==> src/rtl/rv32_pc_unit_pkg.sv <==
// Shared rv32 pipeline types: BTB entry layout, prediction info carried down the pipe, NOP constant.
package rv32_types;

  localparam logic [31:0] RV32_NOP_INSTR = 32'h0000_0013;

  // Sized for the largest legal configuration; narrower builds zero the upper bits.
  typedef struct packed {
    logic        valid;
    logic [29:0] tag;
    logic [31:0] target;
    logic [3:0]  cnt;
  } btb_entry_t;

  typedef struct packed {
    logic        pred_taken;
    logic [31:0] pred_target;
  } bpred_info_t;

  typedef struct packed {
    logic [31:0] instr;
    logic [31:0] pc;
    bpred_info_t bpred;
  } fetch_decode_buffer_t;

  typedef struct packed {
    logic [31:0] instr;
    logic [31:0] pc;
    bpred_info_t bpred;
  } decode_exec_buffer_t;

endpackage

==> src/rtl/rv32_pc_unit_if.sv <==
// Execute-stage resolution bundle feeding the PC unit.
interface rv32_pc_unit_if;
  import rv32_types::*;

  // ex_valid qualifies the bundle; there is no ready, every valid cycle is consumed
  // except while ex_hold is high, when the bundle stays stable and is consumed the cycle ex_hold falls.
  logic        ex_valid;
  logic        ex_hold;
  logic        ex_is_branch;
  logic [31:0] ex_pc;
  logic        ex_taken;
  logic [31:0] ex_target;
  logic        ex_pred_taken;
  logic [31:0] ex_pred_target;

  modport master (
    output ex_valid, ex_hold, ex_is_branch, ex_pc, ex_taken, ex_target,
           ex_pred_taken, ex_pred_target
  );

  modport slave (
    input ex_valid, ex_hold, ex_is_branch, ex_pc, ex_taken, ex_target,
          ex_pred_taken, ex_pred_target
  );

endinterface

==> src/rtl/rv32_pc_unit_btb.sv <==
// Direct-mapped branch target buffer: combinational lookup, registered update, saturating counters.
module rv32_btb
  import rv32_types::*;
#(
  parameter int BTB_ENTRIES = 16,
  parameter int CNT_BITS    = 2
) (
  input  logic        clk,
  input  logic        resetn,
  input  logic [29:0] lk_addr,
  output logic        lk_hit,
  output logic        lk_taken,
  output logic [31:0] lk_target,
  input  logic        up_en,
  input  logic [29:0] up_addr,
  input  logic        up_taken,
  input  logic [31:0] up_target
);

  localparam int         IDX      = $clog2(BTB_ENTRIES);
  localparam logic [3:0] CNT_MAX  = 4'((1 << CNT_BITS) - 1);
  localparam logic [3:0] CNT_INIT = 4'(1 << (CNT_BITS - 1));

  btb_entry_t mem [BTB_ENTRIES];

  logic [IDX-1:0] lk_idx, up_idx;
  logic [29:0]    lk_tag, up_tag;
  logic           up_hit;

  assign lk_idx = lk_addr[IDX-1:0];
  assign lk_tag = lk_addr >> IDX;
  assign up_idx = up_addr[IDX-1:0];
  assign up_tag = up_addr >> IDX;

  assign lk_hit    = mem[lk_idx].valid && (mem[lk_idx].tag == lk_tag);
  assign lk_taken  = lk_hit && mem[lk_idx].cnt[CNT_BITS-1];
  assign lk_target = mem[lk_idx].target;
  assign up_hit    = mem[up_idx].valid && (mem[up_idx].tag == up_tag);

  // Writes land at the clock edge, so a same-cycle lookup still sees the old entry.
  always_ff @(posedge clk) begin
    if (!resetn) begin
      for (int i = 0; i < BTB_ENTRIES; i++) mem[i].valid <= 1'b0;
    end else if (up_en) begin
      if (up_hit) begin
        if (up_taken) begin
          if (mem[up_idx].cnt != CNT_MAX) mem[up_idx].cnt <= mem[up_idx].cnt + 4'd1;
          mem[up_idx].target <= up_target;
        end else if (mem[up_idx].cnt != 4'd0) begin
          mem[up_idx].cnt <= mem[up_idx].cnt - 4'd1;
        end
      end else if (up_taken) begin
        mem[up_idx] <= '{valid: 1'b1, tag: up_tag, target: up_target, cnt: CNT_INIT};
      end
    end
  end

endmodule

==> src/rtl/rv32_pc_unit.sv <==
// PC register, next-PC priority mux and mispredict detection.
// Build with RV32_BPRED_EN defined to enable the BTB; otherwise prediction is static not-taken.
module rv32_pc_unit
  import rv32_types::*;
#(
  parameter int          BTB_ENTRIES = 16,
  parameter int          CNT_BITS    = 2,
  parameter logic [31:0] RESET_PC    = 32'h0000_0000
) (
  input  logic               clk,
  input  logic               resetn,
  input  logic               stall,
  output logic [31:0]        pc,
  output logic               pred_taken,
  output logic [31:0]        pred_target,
  rv32_pc_unit_if.slave      ex,
  output logic               flush,
  output logic [31:0]        flush_pc
);

  logic        res;
  logic        mispredict;
  logic [31:0] pc_plus4;
  logic [31:0] correct_pc;
  logic [31:0] next_pc;
  bpred_info_t bpred;

  assign pc_plus4   = pc + 32'd4;
  assign res        = ex.ex_valid & ~ex.ex_hold & ex.ex_is_branch;
  assign correct_pc = ex.ex_taken ? ex.ex_target : ex.ex_pc + 32'd4;

`ifdef RV32_BPRED_EN
  logic        btb_hit;
  logic        btb_taken;
  logic [31:0] btb_target;

  rv32_btb #(
    .BTB_ENTRIES (BTB_ENTRIES),
    .CNT_BITS    (CNT_BITS)
  ) u_btb (
    .clk       (clk),
    .resetn    (resetn),
    .lk_addr   (pc[31:2]),
    .lk_hit    (btb_hit),
    .lk_taken  (btb_taken),
    .lk_target (btb_target),
    .up_en     (res),
    .up_addr   (ex.ex_pc[31:2]),
    .up_taken  (ex.ex_taken),
    .up_target (ex.ex_target)
  );

  assign bpred      = '{pred_taken: btb_taken, pred_target: btb_hit ? btb_target : pc_plus4};
  assign mispredict = res & ((ex.ex_taken != ex.ex_pred_taken) |
                             (ex.ex_taken & (ex.ex_target != ex.ex_pred_target)));
`else
  localparam int unused_cfg = BTB_ENTRIES + CNT_BITS;
  logic unused_pred;
  assign unused_pred = ^{ex.ex_pred_taken, ex.ex_pred_target};
  assign bpred       = '{pred_taken: 1'b0, pred_target: pc_plus4};
  assign mispredict  = res & ex.ex_taken;
`endif

  assign pred_taken  = bpred.pred_taken;
  assign pred_target = bpred.pred_target;
  assign flush       = resetn & mispredict;
  assign flush_pc    = ex.ex_pc;

  // A redirect outranks stall: the squashed instructions are refetched from correct_pc.
  always_comb begin
    next_pc = pc_plus4;
    if (!resetn)               next_pc = RESET_PC;
    else if (mispredict)       next_pc = correct_pc;
    else if (stall)            next_pc = pc;
    else if (bpred.pred_taken) next_pc = bpred.pred_target;
  end

  always_ff @(posedge clk) begin
    pc <= next_pc;
  end

endmodule

==> src/flat_wrapper.sv <==
// flat-port wrapper written by rule: the top's interface ports become plain ports
module rv32_pc_unit_flat import rv32_types::*;
#(
  parameter int          BTB_ENTRIES = 16,
  parameter int          CNT_BITS    = 2,
  parameter logic [31:0] RESET_PC    = 32'h0000_0000
)
  (clk, resetn, stall, pc, pred_taken, pred_target, flush, flush_pc, ex_ex_valid, ex_ex_hold, ex_ex_is_branch, ex_ex_pc, ex_ex_taken, ex_ex_target, ex_ex_pred_taken, ex_ex_pred_target);
  rv32_pc_unit_if ex_i ();
  input  logic clk;
  input  logic resetn;
  input  logic stall;
  output logic [31:0] pc;
  output logic pred_taken;
  output logic [31:0] pred_target;
  output logic flush;
  output logic [31:0] flush_pc;
  input wire logic [$bits(ex_i.ex_valid)-1:0] ex_ex_valid;
  input wire logic [$bits(ex_i.ex_hold)-1:0] ex_ex_hold;
  input wire logic [$bits(ex_i.ex_is_branch)-1:0] ex_ex_is_branch;
  input wire logic [$bits(ex_i.ex_pc)-1:0] ex_ex_pc;
  input wire logic [$bits(ex_i.ex_taken)-1:0] ex_ex_taken;
  input wire logic [$bits(ex_i.ex_target)-1:0] ex_ex_target;
  input wire logic [$bits(ex_i.ex_pred_taken)-1:0] ex_ex_pred_taken;
  input wire logic [$bits(ex_i.ex_pred_target)-1:0] ex_ex_pred_target;
  assign ex_i.ex_valid = ex_ex_valid;
  assign ex_i.ex_hold = ex_ex_hold;
  assign ex_i.ex_is_branch = ex_ex_is_branch;
  assign ex_i.ex_pc = ex_ex_pc;
  assign ex_i.ex_taken = ex_ex_taken;
  assign ex_i.ex_target = ex_ex_target;
  assign ex_i.ex_pred_taken = ex_ex_pred_taken;
  assign ex_i.ex_pred_target = ex_ex_pred_target;
  rv32_pc_unit #(.BTB_ENTRIES(BTB_ENTRIES), .CNT_BITS(CNT_BITS), .RESET_PC(RESET_PC)) u_core (.clk(clk), .resetn(resetn), .stall(stall), .pc(pc), .pred_taken(pred_taken), .pred_target(pred_target), .ex(ex_i), .flush(flush), .flush_pc(flush_pc));
endmodule
==> config.mk <==
export PLATFORM = sky130hd
export DESIGN_NAME = rv32_pc_unit_flat
export DESIGN_NICKNAME = d
export VERILOG_FILES = /design/src/rtl/rv32_pc_unit_pkg.sv /design/src/rtl/rv32_pc_unit_if.sv /design/src/rtl/rv32_pc_unit_btb.sv /design/src/rtl/rv32_pc_unit.sv /design/src/flat_wrapper.sv
export SDC_FILE = /design/constraint.sdc
export NUM_CORES = 1
export LEC_CHECK = 0
export ABC_AREA = 0
export CORE_UTILIZATION = 38
export CTS_CLUSTER_DIAMETER = 40
export DETAILED_ROUTE_END_ITERATION = 8
export PLACE_DENSITY = 0.89
export SLEW_MARGIN = 20
export SYNTH_ARGS = -nofsm -noshare
export SYNTH_HDL_FRONTEND = slang
export SYNTH_HIERARCHICAL = 1
export SYNTH_SLANG_ARGS = --single-unit
==> constraint.sdc <==
create_clock -name clk -period 6.76 [get_ports clk]
set_input_delay 2.028 -clock clk [delete_from_list [all_inputs] [get_ports clk]]
set_output_delay 2.028 -clock clk [all_outputs]
set_load 0.02 [all_outputs]
; ---- Word-level counts from Yosys, hierarchy flattened
; Cells that the tools add are included.
[word_totals]
out_inout_bits = 98
in_bits = 104
word_cells = 12
ff_bits = 32
[classes]
n_eq_ne = 1
add_sub_neg = 2
n_mux = 3
n_bitwise = 5
[op_table]
columns = op, count
row1 = 32-bit 2-to-1 mux, 3
row2 = 32-bit by 3-bit adder with 32-bit output (second input constant), 2
row3 = 1-bit bitwise AND, 4
row4 = 2-bit by 1-bit != test with 1-bit output (second input constant), 1
row5 = 1-bit inverter, 1

; ---- Depth between registers and ports, before layout
[depth]
depth_word = 5
ltp_mapped = 7
depth_no_buf = 5

; ---- Worst setup path before layout
; Ideal clock, no wire load.
[synth_path]
path_type = input port to output port
startpoint = in ex_ex_hold
endpoint = out flush
n_path_buf = 2
setup_slack_ns = 1.768
arrival_ns = 2.964
t_required_ns = 4.732
stages = 4
cell_sequence = nand4b_1 -> clkbuf_1 -> clkbuf_1 -> nor2_1
[synth_via]
elab_chain_cells = 5
[synth_rtl]
columns = element, line_no
row1 = "start, declared", flat_wrapper.sv:19  ; input wire logic [$bits(ex_i.ex_hold)-1:0] ex_ex_hold;
row2 = 1-bit inverter, rv32_pc_unit.sv:29  ; assign res = ex.ex_valid & ~ex.ex_hold & ex.ex_is_branch;
row3 = 1-bit bitwise AND (2 in a row), rv32_pc_unit.sv:29
row4 = 1-bit bitwise AND, rv32_pc_unit.sv:61  ; assign mispredict = res & ex.ex_taken;
row5 = 1-bit bitwise AND, rv32_pc_unit.sv:66  ; assign flush = resetn & mispredict;
row6 = "end, declared", flat_wrapper.sv:16  ; output logic flush;
; Every way passes these cells.

; ---- Final worst setup path
[layout_path]
startpoint = in ex_ex_taken
endpoint = out flush
[layout_via]
elab_chain_cells = 2
[layout_rtl]
columns = element, line_no
row1 = "start, declared", flat_wrapper.sv:22  ; input wire logic [$bits(ex_i.ex_taken)-1:0] ex_ex_taken;
row2 = 1-bit bitwise AND, rv32_pc_unit.sv:61
row3 = 1-bit bitwise AND, rv32_pc_unit.sv:66
; Every way passes these cells.

==> impl.org <==
** CTS
- The cell sitting at the root of the clock tree is a clkbuf_8.
- The number of gates resized after CTS was 0.
- CTS Buf Count :: 5
- TritonCTS built the clock tree.
- Clock-pin slew on the worst setup and hold paths :: 0.06 ns
- The number of setup buffers added after CTS is 0.
- At the later pin of the worst-skew pair, clock insertion delay measures about 0.29 ns.
- The clock net in this run drives a total of 32 sinks.
- In this run, post-CTS hold repair placed 0 buffers.
- Worst-case clock buffer depth :: 2
- In this run the number of H-tree levels came out at 2.

** Synth
- Mean area per synthesized cell :: between 7 and 8 um2
- Top_reg_cell synth :: dfxtp_1
- Count of yosys warnings during synthesis :: 6
- The synthesized design contains 0 enable-type register cells.
- Synthesis handed over a netlist of approximately 360 instances.
- In this run the cell area of the synthesized design comes to ~2700 um2.
- Post-synthesis sequential area ratio :: between 20% and 30%
- Count of unique library cells instantiated by Yosys :: 50
- Async set-reset flop share out of synthesis :: 0%
- Total nets after synthesis :: approximately 460
- After synthesis the netlist holds a flip-flop and latch count of 32.

** Worst setup path
- Across all register-to-register paths, the minimum setup slack is ~4.6 ns.
- Type of element launching the critical path :: input port
- STA puts the critical path data required time at 4.73 ns.
- Crit Reg-Reg Endpoint :: u_core/pc[26]
- Following the worst setup path forward leads to its endpoint at flush.
- At the worst endpoint, the arrival time is 3.55 ns.
- Number of cells on the worst reg-to-reg path :: 5
- The critical path in this run is classified as input port to primary output.
- Capturing element type of the critical path :: primary output
- Critical-path maximum fanout :: 5
- Origin of the critical flop-to-flop path :: u_core/pc[2]
- Tracing the worst setup path back leads to its startpoint at ex_ex_taken.

** Timing
- Hold Fails Final Rpt :: 0
- After layout, the worst path uses ~83% of the clock period.
- Adding up every negative setup slack in the final design gives 0 ns.
- At the pin with the least slew margin, the transition time is roughly 0.9 ns.
- Setup violations remaining at the end of the flow were counted as 0.
- Highest Clock Rate :: 0.179 GHz
- The routed design could run at a clock period as short as roughly 5.6 ns.
- Pins Over Slew Limit :: 0
- Relative slew margins :: 37.7%
- Setup repair after global routing missed its margin :: no
- The clock arrives with 0.00939 ns of skew.
- Worst Hold Slack :: around 0.49 ns

** Outcome
- Outcome :: complete, no violations

** Detailed routing
- In this run, the number of DRC markers left after iteration 0 of detailed routing was about 150.
- Remaining design rule violation count :: 0
- In the routed layout, each cell is associated on average with a via count of roughly 5.7.
- For this block, the via count after detailed routing is between 2,000 and 3,000.
- After detailed routing, the total wire length is a little over 8 mm.
- Pre-Repair DR Iteration Count :: 4
- Post-DR wirelength/cell :: between 15 and 20 um
- Antenna Nets Post-Route :: 0

** Worst hold path
- Counting instances, the worst hold path has a depth of 2.
- Path class of the lowest-slack min-delay path :: flip-flop to flip-flop

** Die
- After floorplanning, the core was sized to cover roughly 6800 um2.
- The die is roughly 86 um wide.
- Vertical die dimension :: between 80 and 90 um
- Number of rows in the core area :: 30
- For this configuration, the core starts out at a cell density of 39.7%.
- Number of top-level pins :: 202
- Die area :: approximately 7500 um2

** Finish
- The top cell types in the final layout, fill and taps aside, are 103 x clkdlybuf4s50_1, 32 x dfxtp_1, 24 x nand2_1, 24 x nand3_1, 24 x o21ai_0.
- Area delta synth->final :: 31.2%
- Fillers :: between 600 and 700
- The post-route netlist has between 4 and 5% of its cells at a drive strength greater than 1.
- The repair_antennas step left the layout with diodes totalling 0.
- Largest registers :: u_core/pc: 32 flops
- For this run, the post-layout net count is between 500 and 600.
- The register with the most flip-flops in the layout has 32 of them.
- More flip-flops sit in one register than any other, and that register is u_core/pc.
- Once layout is complete, the utilization of the core stands at between 50% and 60%.
- The library cell used most frequently in the layout, excluding fill and tap cells, is clkdlybuf4s50_1.

** Job
- Maxcap violations :: 0

** Power
- Power spread over the standard cell area amounts to about 130 nW/um2.
- The clock network is responsible for 30.2% of the overall power.
- Summing internal, switching and leakage power gives between 400 and 500 uW.
- In this run, the combinational gates consume between 20% and 30% of the power.
- The worst-case IR drop observed on VDD is 0.0000589 V.
- Switch share :: a little over 30%
- For this design the static power due to leakage is approximately 0.0012 uW.
- The analysis attributes to net switching a power of ~140 uW.
- Register share of total power :: 45.5%
- Cell internal power was estimated by the tool at approximately 330 uW.

** Global routing
- Total gr overflow :: 0
- In the global route stage, overall resource usage came out at a little under a quarter.
- Met1 capacity usage during global routing :: ~30%
- The via count of the first global-routing pass was approximately 2,700.
- Number of antenna violations at the first check in global routing :: 0
- Global routing used between 30% and 40% of the available met2 tracks.
- Pin count of the biggest net entering global routing :: 59
- Most Used Layer, Global Route :: met2
- Met3 Track Usage GR :: about 4.0%
- Wire length of the first global-routing pass :: 13.6 mm

** Placed design
- GP Congestion :: 0.856
- # port buffers :: ~100
- Once detailed placement completed, the half-perimeter wirelength came to 5.96 mm.
power by group through the flow:
stage	logic (uW)	clock network, uW	registers (uW)
final	115	142	214
after global routing	122	155	216
after CTS	115	146	214
after detailed placement	114	0	219
after global placement	112	0	218
after floorplan	79.7	0	219
routing by layer:
metal  wire length (um)  vias up
li1                   -     1359
met1               3470     1333
met2               4000      158
met3                721       21
met4                119        0
met5                  0        -
how the worst min path moves through the flow:
| stage | startpoint | end | slack [ns] |
|---|---|---|---|
| finish | u_core/pc[0] | u_core/pc[0] | 0.49 |
| global route | u_core/pc[1] | u_core/pc[1] | 0.55 |
| CTS | u_core/pc[1] | u_core/pc[1] | 0.50 |
| detailed placement | u_core/pc[0] | u_core/pc[0] | 0.49 |
| global placement | u_core/pc[1] | u_core/pc[1] | 0.47 |
| floorplan | u_core/pc[0] | u_core/pc[0] | 0.55 |
synthesized netlist by cell type, types with 3 or more instances:
cell type | instances | area (um2)
clkbuf_1 | 17 | 63.8
nand3_1 | 24 | 120
a21boi_0 | 3 | 22.5
nand4_1 | 19 | 119
nor4b_1 | 3 | 26.3
inv_1 | 7 | 26.3
nor2_1 | 17 | 63.8
a21o_1 | 3 | 22.5
nor3_1 | 14 | 70.1
buf_4 | 38 | 285
a21oi_1 | 9 | 45.0
nand4b_1 | 3 | 26.3
o21ai_0 | 24 | 120
xnor2_1 | 23 | 201
and3_1 | 5 | 31.3
buf_2 | 8 | 40.0
or4_1 | 7 | 52.6
xor2_1 | 16 | 140
a31oi_1 | 10 | 62.6
nand2_1 | 24 | 90.1
dfxtp_1 | 32 | 641
nor4_1 | 12 | 75.1
final cells by class:
class                   instances  area [um2]  area share, %
multi-input cells             253        1630           45.8
inverters                       7        26.3          0.739
clock inverters                 1        5.00          0.141
flip-flops and latches         32         641           18.0
well taps                      96         120           3.38
repair buffers                107        1060           29.8
clock buffers                   6        72.6           2.04
worst max-delay path, stage by stage:
cell and delay, ns:
clkdlybuf4s50_1 0.54, nand4b_1 0.19, nor2_1 0.16, clkdlybuf4s50_1 0.62
per-stage QoR:
| stage | setup slack [ns] | cell area (um2) | cells |
|---|---|---|---|
| after CTS | 1.15 | 3550 | 502 |
| after global routing | 1.10 | 3550 | 502 |
| after detailed placement | 1.16 | 3480 | 495 |
| final | 1.18 | 3550 | 502 |
| after global placement | 1.15 | 3480 | 495 |
| after floorplan | 1.77 | 2710 | 359 |
kinds of logic (layout without fill, tap and decap cells):
family / Yosys count / after routing / synth area share [%]
multiplexers: 1 / 1 / 0.369
buffers and inverters: 74 / 121 / 16.3
other: 1 / 1 / 0.138
XOR/XNOR: 39 / 39 / 12.6
AND/OR/NAND/NOR: 144 / 144 / 30.5
flip-flops: 32 / 32 / 23.6
adder cells (fa/ha/maj): 1 / 1 / 0.462
AO/OA/AOI/OAI: 67 / 67 / 16.0
No activity file was read; power rests on OpenSTA's default activity.
